<file path="src/rtl/write_pointer_full.sv">
// Write-side pointer and full/overflow logic for an asynchronous FIFO.
// Define WRITE_LEVEL_EN to compile in occupancy reporting (write_level, write_almost_full).
module write_pointer_full #(
  parameter int ADDR_WIDTH         = 6,
  parameter int ALMOST_FULL_THRESH = 56
) (
  input  logic                  clock_write,
  input  logic                  write_reset_n,
  input  logic                  write_en,
  input  logic                  clear_overflow,
  input  logic [ADDR_WIDTH:0]   sync_read_pointer,
  output logic [ADDR_WIDTH:0]   write_pointer,
  output logic [ADDR_WIDTH-1:0] write_address,
  output logic                  write_mem_en,
  output logic                  write_full,
  output logic                  write_overflow,
  output logic [ADDR_WIDTH:0]   write_level,
  output logic                  write_almost_full
);

  localparam int PW = ADDR_WIDTH + 1;

  logic [PW-1:0] wbin;
  logic [PW-1:0] wbin_next;
  logic [PW-1:0] wgray_next;
  logic [PW-1:0] full_pattern;
  logic          accept;
  logic          full_next;

  // Reset gating keeps the RAM strobe quiet while write_full is being cleared.
  assign accept       = write_en & ~write_full & write_reset_n;
  assign write_mem_en = accept;

  assign wbin_next  = wbin + {{(PW-1){1'b0}}, accept};
  assign wgray_next = (wbin_next >> 1) ^ wbin_next;

  // Full when the writer is exactly one lap ahead: Gray MSB pair inverted, rest equal.
  assign full_pattern = {~sync_read_pointer[PW-1:PW-2], sync_read_pointer[PW-3:0]};
  assign full_next    = (wgray_next == full_pattern);

  always_ff @(posedge clock_write or negedge write_reset_n) begin
    if (!write_reset_n) begin
      wbin          <= '0;
      write_pointer <= '0;
      write_full    <= 1'b0;
    end else begin
      wbin          <= wbin_next;
      write_pointer <= wgray_next;
      write_full    <= full_next;
    end
  end

  assign write_address = wbin[ADDR_WIDTH-1:0];

  // Sticky overflow: a rejected write outranks a same-cycle clear.
  always_ff @(posedge clock_write or negedge write_reset_n) begin
    if (!write_reset_n) begin
      write_overflow <= 1'b0;
    end else if (write_en && write_full) begin
      write_overflow <= 1'b1;
    end else if (clear_overflow) begin
      write_overflow <= 1'b0;
    end
  end

`ifdef WRITE_LEVEL_EN
  logic [PW-1:0] rbin;
  logic [PW-1:0] level_next;

  always_comb begin
    rbin = '0;
    for (int i = 0; i < PW; i++) begin
      rbin[i] = ^(sync_read_pointer >> i);
    end
  end

  assign level_next = wbin_next - rbin;

  always_ff @(posedge clock_write or negedge write_reset_n) begin
    if (!write_reset_n) begin
      write_level       <= '0;
      write_almost_full <= 1'b0;
    end else begin
      write_level       <= level_next;
      write_almost_full <= (level_next >= PW'(ALMOST_FULL_THRESH));
    end
  end
`else
  assign write_level       = '0;
  assign write_almost_full = 1'b0;
`endif

endmodule

</file>
<file path="config.mk">
export PLATFORM = sky130hd
export DESIGN_NAME = write_pointer_full
export DESIGN_NICKNAME = d
export VERILOG_FILES = /design/src/rtl/write_pointer_full.sv
export SDC_FILE = /design/constraint.sdc
export NUM_CORES = 1
export LEC_CHECK = 0
export ABC_AREA = 1
export BUFFER_PORTS_ARGS = -buffer_cell sky130_fd_sc_hd__buf_2
export CAP_MARGIN = 30
export CORE_ASPECT_RATIO = 1.4
export CORE_MARGIN = 10
export CORE_UTILIZATION = 44
export CTS_CLUSTER_DIAMETER = 100
export DETAILED_ROUTE_END_ITERATION = 10
export PLACE_DENSITY_LB_ADDON = 0.12
export SETUP_SLACK_MARGIN = 0.1
export SLEW_MARGIN = 20
export SYNTH_ARGS = -nofsm -noshare
export SYNTH_HDL_FRONTEND = slang
export SYNTH_SLANG_ARGS = --single-unit
</file>
<file path="constraint.sdc">
create_clock -name clock_write -period 1.65 [get_ports clock_write]
set_input_delay 0.2475 -clock clock_write [delete_from_list [all_inputs] [get_ports clock_write]]
set_output_delay 0.2475 -clock clock_write [all_outputs]
set_load 0.03 [all_outputs]
</file>
=== Word level (Yosys, flattened, before mapping) ===
Index checks and enable logic that the tools add are counted.

* Multiplexer cells: 2
* Reductions and logical operators: 2
* Bitwise operators: 5
* $add $sub $neg: 1
* Equality and inequality tests: 1

{| class="wikitable"
|+ Operator list
! operator !! count
|-
| $add 7x1->7 || 1
|-
| $eq 7x7->1 || 1
|-
| $xor 6x7->7 || 1
|-
| $and 1x1->1 || 2
|-
| $mux 1 || 2
|-
| $not 2->2 || 1
|-
| $reduce_bool 2->1 || 1
|-
| $logic_and 1x1->1 || 1
|-
| $not 1->1 || 1
|}

* Bits of input ports: 11
* Output and inout bits: 24
* Register bits after elaboration: 16
* Logic and storage cells: 15

=== Depth between registers and ports, before layout ===
Gate-level depths: netlist of the first run.

* Word-level depth: 6
* Gate-level depth with buffers: 15

=== Worst setup path before layout of the first run ===
OpenSTA, ideal clock, no wires.

* Path kind: flip-flop to flip-flop
* From: reg write_full
* To: reg write_full
* Path slack: -0.553 ns
* Period minus slack after synthesis: 2.203 ns
* Arrival: 2.088 ns
* Stages on the path, launching flop included: 14
* Data required time: 1.535 ns
* Setup time: 0.115 ns
* Cell sequence: dfrtp_1 -> nor2_1 -> ha_1 -> nand2_4 -> nor2_4 -> nand3_2 -> nand2_2 -> inv_2 -> nand2_2 -> nand3_2 -> nand2_1 -> inv_1 -> nand2_1 -> nor2_1

* Word-level cells in the longest chain between the ends: 6

{| class="wikitable"
|+ RTL lines
! element !! RTL line !! source
|-
| from (decl) || 15 || <nowiki>output logic write_full,</nowiki>
|-
| from (signal assigned) || 49 || <nowiki>write_full <= full_next;</nowiki>
|-
| $not 1->1 || 31 || <nowiki>assign accept = write_en & ~write_full & write_reset_n;</nowiki>
|-
| $and 1x1->1 (2 in a row) || 31 ||
|-
| net write_mem_en || 14 || <nowiki>output logic write_mem_en,</nowiki>
|-
| $add 7x1->7 || 34 || <nowiki>assign wbin_next = wbin + {{(PW-1){1'b0}}, accept};</nowiki>
|-
| net wbin_next[6] || 24 || <nowiki>logic [PW-1:0] wbin_next;</nowiki>
|-
| $xor 6x7->7 || 35 || <nowiki>assign wgray_next = (wbin_next >> 1) ^ wbin_next;</nowiki>
|-
| $eq 7x7->1 || 39 || <nowiki>assign full_next = (wgray_next == full_pattern);</nowiki>
|-
| net full_next || 28 || <nowiki>logic full_next;</nowiki>
|}

The timed path passes the listed nets, and every way through them passes these cells.
A chain may end at the register's enable or synchronous reset.

=== Worst setup path after layout of the first run ===
* From: reg write_full
* To: reg write_full

* Word-level cells in the longest chain between the ends: 6

{| class="wikitable"
|+ RTL lines
! element !! RTL line
|-
| $not 1->1 || 31
|-
| $and 1x1->1 (2 in a row) || 31
|-
| $add 7x1->7 || 34
|-
| net wbin_next[6] || 24
|-
| $xor 6x7->7 || 35
|-
| $eq 7x7->1 || 39
|-
| net full_next || 28
|}

The timed path passes the listed nets, and every way through them passes these cells.

==> summary.md, run 1 <==
| Metric | Value |
|---|---|
| R2R depth | 14 |
| Fin crit share | 102% |
| Max-slew violations | 0 |
| Post-layout min period | 1.68 ns |
| Routed wl met2 | roughly 1500 µm |
| CP dominant cell by count | nand2_4 |
| Htree depth | 1 |
| Final worst slack | -0.0342 ns |
| Post-layout util | between 60% and 70% |
| I/O pin cnt | 35 |
| Place WS | -0.110 ns |
| Clock skew | approximately 0.0076 ns |
| Post-DP HPWL | between 2000 and 2500 µm |
| Met1 WL | 965 µm |
| CP max FO | 4 |
| Ys Warns | 0 |
| Gr usage total | 12.5% |
| Avg Inst Size Synth | just over 7 µm² |
| Die W | a little over 60 µm |
| Total grt overflow | 0 |
| IO Port Bufs | 26 |
| Mapped Cells | roughly 140 |
| RePlAce Congestion | between 0.8 and 0.9 |
| CP peak stage delay | around 0.44 ns |
| Seq/Total Area, Yosys | between 30 and 40% |
| Starting density of the core | about 46% |
| Row count | 20 |
| Main area contributors after synthesis | dfrtp_1 37%, nand2_1 18%, nand2_2 8.1% |
| Core Box Area | between 2000 and 2500 µm² |
| Layout cell share with drive strength beyond 1 | between 40% and 50% |
| Reg2reg end | write_full |
| Final instance area | about 1400 µm² |
| Initial antenna violation count | 0 |
| CTS buffer count | 3 |
| Yosys reg bits | 15 |
| Synth cell types | 19 |
| Metal3 WL | 102 µm |
| Fmax | approximately 600 MHz |
| Delay-heaviest family, CP | simple AND/OR/NAND/NOR gates |
| Crit-path cells | nor2_4 > ha_4 > nand2_4 > nor2_4 > nand2_2 > nand2_4 > nand2_4 > inv_2 > nand2_2 > nand3_2 > nand2_1 > inv_1 > nand2_1 > nor2_1 |
| Top Layer Used | met4 |
| 1st-iter DRT viols | 14 |
| Die area | 4640 µm² |
| HP Class | in -> reg |
| Reg-to-Reg Start | write_full |
| Peak supply drop | 1.05 mV |
| DR vias | 985 |
| Die height | roughly 77 µm |
| CP max stage cell | dfrtp_2 |
| Number of diodes | 0 |
| Failing checks | setup timing |
| Clk buf depth | 2 |
| Synthesized area | around 1000 µm² |
| Unrepaired setup endpoints after global routing | true |
| CTS tree | built |
| Detailed Route WL | 2640 µm |
| Worst setup SP type | flop |
| Nets@finish | 196 |
| Final Hold Viols | 0 |
| Clock transition at path regs | 0.09 ns |
| DR WL/cell | 12.9 µm |
| Area leader, netlist | dfrtp_1 |
| Status | complete, but fails checks |
| Vias/cell | 4.83 |
| Residual DRC | 0 |
| First-pass GRT wire length | approximately 4600 µm |
| CTS Sinks | 15 |
| Flop2flop setup slack | -0.03 ns |
| Top-area cell type share of the netlist area | 37.2% |
| Placed cell area | between 1000 and 1500 µm² |
| CTS root buffer | clkbuf_4 |
| Routed Antenna Nets | 0 |
| CP endpoint kind | flop |
| Vias in the first global route | ~1,100 |
| Area Growth Syn to Fin | 34.7% |
| Worst Hold Depth | 2 |
| Skew-Pair Late Insertion Delay | roughly 0.3 ns |
| Worst Hold Launch | clear_overflow |
| Arrival @ worst endpoint | ~1.9 ns |
| Max Cap Viol | 0 |
| LEAKAGE | roughly 0.00076 µW |
| CP Class | reg -> reg |
| CP bufs+invs | 2 |
| TritonRoute pass-1 iters | 4 |
| Pin count of the biggest net entering global routing | 16 |
| Sink of the worst hold path | write_overflow |
| Total power divided by cell area | about 1700 nW/µm² |
| Final setup viols | 1 |
| Required @ worst endpoint | around 1.9 ns |
## cell usage in the layout (no fill, tap or decap), drive strengths merged, types with 2 or more instances in the layout
| master | synthesis | final |
|---|---|---|
| nor2 | 10 | 10 |
| nand2 | 63 | 63 |
| nand3 | 15 | 15 |
| conb | 1 | 8 |
| nand3b | 2 | 2 |
| o21ai | 2 | 2 |
| dfrtp | 15 | 15 |
| clkbuf | 0 | 4 |
| inv | 20 | 20 |
| ha | 2 | 2 |
| buf | 9 | 38 |
## timing repair
| action | 4_1_cts | 5_1_grt |
|---|---|---|
| setup buffers | 4 | 0 |
| hold buffers | 1 | 0 |
| setup endpoints to repair | 4 | 6 |
| gates cloned | 0 | 0 |
| pin swaps | 4 | 4 |
| resized for setup | 7 | 10 |
| hold endpoints to repair | 15 | 0 |
## registers in the layout (all words and copies together), names as in the netlist
name,count
wbin,7
write_full,1
write_overflow,1
write_pointer,6
## worst reg2reg max path, stage by stage, from the launching register on
cell and delay [ns]:
dfrtp_2 0.44, nor2_4 0.16, ha_4 0.17, nand2_4 0.06
nor2_4 0.17, nand2_2 0.08, nand2_4 0.09, nand2_4 0.06
inv_2 0.06, nand2_2 0.05, nand3_2 0.06, nand2_1 0.05
inv_1 0.05, nand2_1 0.04, nor2_1 0.08
## area by class of cell
class	instances	area [µm²]
multi-input combinational	104	618
fill	219	817
inverter	20	75.1
clock buffer	4	26.3
sequential	15	377
timing repair buffer	39	236
tap	22	27.5
## worst max path at each step
stage | start | end | slack (ns) | cells past startpoint
after floorplan | write_full | write_full | -0.09 | 13
after global placement | write_reset_n | write_full | -0.07 | 12
after detailed placement | write_reset_n | write_full | -0.11 | 12
after CTS | write_full | write_full | -0.05 | 11
after global routing | write_full | write_full | -0.21 | 13
final | write_full | write_full | -0.03 | 14
## cell families after synthesis
logic type      share of synthesized area (%)
flops                                    37.2
compound gates                           2.23
fa+ha+maj                                2.48
buf+inv                                  14.5
other cells                             0.371
simple gates                             43.2
## Yosys cell counts
library cell and n:
nor2_4 1, inv_2 4, buf_4 8, nand3_2 2, nand3b_1 2, a21oi_1 1, o21bai_1 1, conb_1 1
nor2_2 3, nand2_4 2, inv_1 16, nor2_1 6, o21ai_0 2, nand2_2 13, ha_1 2, nand3_1 13
buf_6 1, dfrtp_1 15, nand2_1 48
## metal layers
| metal | track usage (%) | vias up |
|---|---|---|
| met5 | 0 | - |
| met3 | 2.80 | 4 |
| met1 | 12.2 | 466 |
| met4 | 5.95 | 0 |
| li1 | - | 495 |
| met2 | 22.9 | 20 |
## through the flow
stage	power, µW	hold slack [ns]	setup TNS, ns	instances
3_5_place_dp	2050	0.263	-0.110	195
6_report	2370	0.135	-0.0342	204
5_1_grt	2570	0.163	-0.218	204
4_1_cts	2330	0.149	-0.0480	204
2_1_floorplan	1650	-0.0481	-0.0918	148
3_3_place_gp	2030	0.265	-0.0735	195
## power by group
group | switching (µW) | internal (µW)
combinational | 960 | 527
clock | 134 | 94.3
sequential | 143 | 509
(Power assumes the default switching activity.)
==> inputs of run 2 (changes only) <==
--- a/config.mk
+++ b/config.mk
@@ -13,7 +13,9 @@
 export CORE_UTILIZATION = 44
 export CTS_CLUSTER_DIAMETER = 100
 export DETAILED_ROUTE_END_ITERATION = 10
+export MAX_ROUTING_LAYER = met4
 export PLACE_DENSITY_LB_ADDON = 0.12
+export RECOVER_POWER = 100
 export SETUP_SLACK_MARGIN = 0.1
 export SLEW_MARGIN = 20
 export SYNTH_ARGS = -nofsm -noshare
==> summary.md, run 2 (synthesis gave the netlist of run 1 again) <==
| Metric | Value |
|---|---|
| Status | complete, but fails checks |
| Failing checks | setup timing |
| Most frequent cells in the layout | 39 x nand2_1, 19 x nand2_2, 16 x inv_1, 16 x buf_2, 14 x dfrtp_1 |
| Vias/cell | 4.83 (unchanged) |
| Row count | 20 (unchanged) |
| Initial antenna violation count | 0 (unchanged) |
| Vias in the first global route | 1,068 (unchanged) |
| Clk buf depth | 2 (unchanged) |
| Skew-Pair Late Insertion Delay | 0.30 ns (about the same) |
| HP Class | in -> reg |
| Gr usage total | 12.8% (+0.31 points) |
| Post-DP HPWL | 2130 µm (unchanged) |
| Die height | 76.7 µm (unchanged) |
| CP max FO | 4 (unchanged) |
| Die area | 4640 µm² (unchanged) |
| Routed Antenna Nets | 0 (unchanged) |
| IO Port Bufs | 26 (unchanged) |
| Final setup viols | 1 (unchanged) |
| Max Cap Viol | 0 (unchanged) |
| Post-layout min period | 1.68 ns (+0.000116 ns) |
| Cell Count, Final, Fillers Out | 204 (unchanged) |
| Biggest register | wbin |
| Layout cell share with drive strength beyond 1 | 40.1% (-5.5 points) |
| LEAKAGE | 0.000735 µW (-3.7%) |
| Total Power | 2340 µW (-0.94%) |
| CP max stage cell | dfrtp_2 |
| Number of diodes | 0 (unchanged) |
| Total grt overflow | 0 (unchanged) |
| Fin crit share | 102% (about the same) |
| Max-slew violations | 0 (unchanged) |
| Core Box Area | 2180 µm² (unchanged) |
| Arrival @ worst endpoint | 1.91 ns (about the same) |
| RePlAce Congestion | 0.846 (+1.5%) |
| CTS Sinks | 15 (unchanged) |
| Inst Count DP | 195 (unchanged) |
| Worst setup SP type | flop |
| Commonest non-fill, non-tap cell in the layout | nand2_1 |
| Required @ worst endpoint | 1.88 ns (about the same) |
| Fmax | 594 MHz (about the same) |
| Clock skew | 0.00678 ns (-0.000799 ns) |
| 1st-iter DRT viols | 18 (+4) |
| Area Growth Syn to Fin | 33.2% |
| CTS root buffer | clkbuf_4 |
| CP peak stage delay | 0.44 ns (about the same) |
| Detailed Route WL | 2640 µm (-0.15%) |
| FILL cells | 226 (+3.2%) |
| Nets@finish | 196 (unchanged) |
| CP dominant cell by count | nand2_4 |
| Largest regs | wbin x7, write_pointer x6 |
| Residual DRC | 0 (unchanged) |
| First-pass GRT wire length | 4620 µm (unchanged) |
| DR vias | 985 (unchanged) |
| CTS buffer count | 3 (unchanged) |
| Starting density of the core | 46.4% (unchanged) |
| Clock transition at path regs | 0.09 ns (about the same) |
| Total power divided by cell area | 1740 nW/µm² (+0.17%) |
| Peak supply drop | 1.04 mV (-0.13%) |
| I/O pin cnt | 35 (unchanged) |
| Final worst slack | -0.0344 ns (-0.000116 ns) |
| CP Class | reg -> reg |
| DR WL/cell | 12.9 µm (-0.15%) |
| Die W | 60.5 µm (unchanged) |
| Slew @ Worst Pin | 0.889 ns |
| TritonRoute pass-1 iters | 4 (unchanged) |
| Number of flip-flops in the largest register | 7 (unchanged) |
| Unrepaired setup endpoints after global routing | true |
| Crit-path cells | nor2_4 > ha_4 > nand2_4 > nor2_4 > nand2_2 > nand2_4 > nand2_4 > inv_2 > nand2_2 > nand3_2 > nand2_1 > inv_1 > nand2_1 > nor2_1 |
| CP endpoint kind | flop |
| Slew headroom | 40.7% |
| CTS tree | built |
| Final Hold Viols | 0 (unchanged) |
| Pin count of the biggest net entering global routing | 16 (unchanged) |
| Htree depth | 1 (unchanged) |
[run 2: routing by layer]
layer,vias up,global-route usage (%),wire length [µm]
met5,-,-,0
met4,0,5.95,39
met3,4,2.14,88
met2,20,22.9,1540
met1,466,12.6,969
li1,495,-,-
[run 2: worst paths after layout]
kind                       depth (start not counted)  slack, ns            from        endpoint
setup reg to reg                                  14      -0.03      write_full      write_full
hold / removal                                     2       0.14  clear_overflow  write_overflow
setup / recovery                                  14      -0.03      write_full      write_full
min in group asynchronous                          3       0.71   write_reset_n         wbin[4]
hold reg to reg                                    2       0.54  write_overflow  write_overflow
max in group asynchronous                          3       0.34   write_reset_n      write_full
[run 2: layout make-up]
type                            instances  area, µm²  area share [%]
Clock buffer                            4       26.3            1.95
Inverter                               20       75.1            5.58
Multi-Input combinational cell        104        618            46.0
Sequential cell                        15        377            28.0
Tap cell                               22       27.5            2.05
Timing Repair Buffer                   39        221            16.5
[run 2: critical path: cells and delay by family, from the launching register on]
| kind | cells | cell delay [ns] |
|---|---|---|
| AND/OR/NAND/NOR | 11 | 0.89 |
| buffers and inverters | 2 | 0.11 |
| adder cells (fa/ha/maj) | 1 | 0.17 |
| flip-flops | 1 | 0.44 |
[run 2: timing repair]
item,CTS,global route
setup buffers,4,0
hold buffers,1,0
pin swaps,4,4
gates resized for setup,7,10
hold endpoints to repair,15,0
setup endpoints to repair,4,6
[run 2: per-stage QoR]
step           instance area, µm²  hold slack [ns]  TNS (ns)  util (%)  worst slack (ns)
2_1_floorplan                1080          -0.0481   -0.0918         -           -0.0918
3_3_place_gp                 1230            0.265   -0.0735      56.4           -0.0735
3_5_place_dp                 1230            0.263    -0.110      56.4            -0.110
4_1_cts                      1320            0.149   -0.0480      60.6           -0.0480
5_1_grt                      1350            0.163    -0.218      61.8            -0.205
6_report                     1350            0.136   -0.0344      61.8           -0.0344
[run 2: where the power goes]
group | internal [µW] | switching (µW) | leakage (µW)
logic | 503 | 960 | 0.000543
clock network | 94.2 | 133 | 0.0000150
registers | 509 | 145 | 0.000177
total | 1110 | 1240 | 0.000735
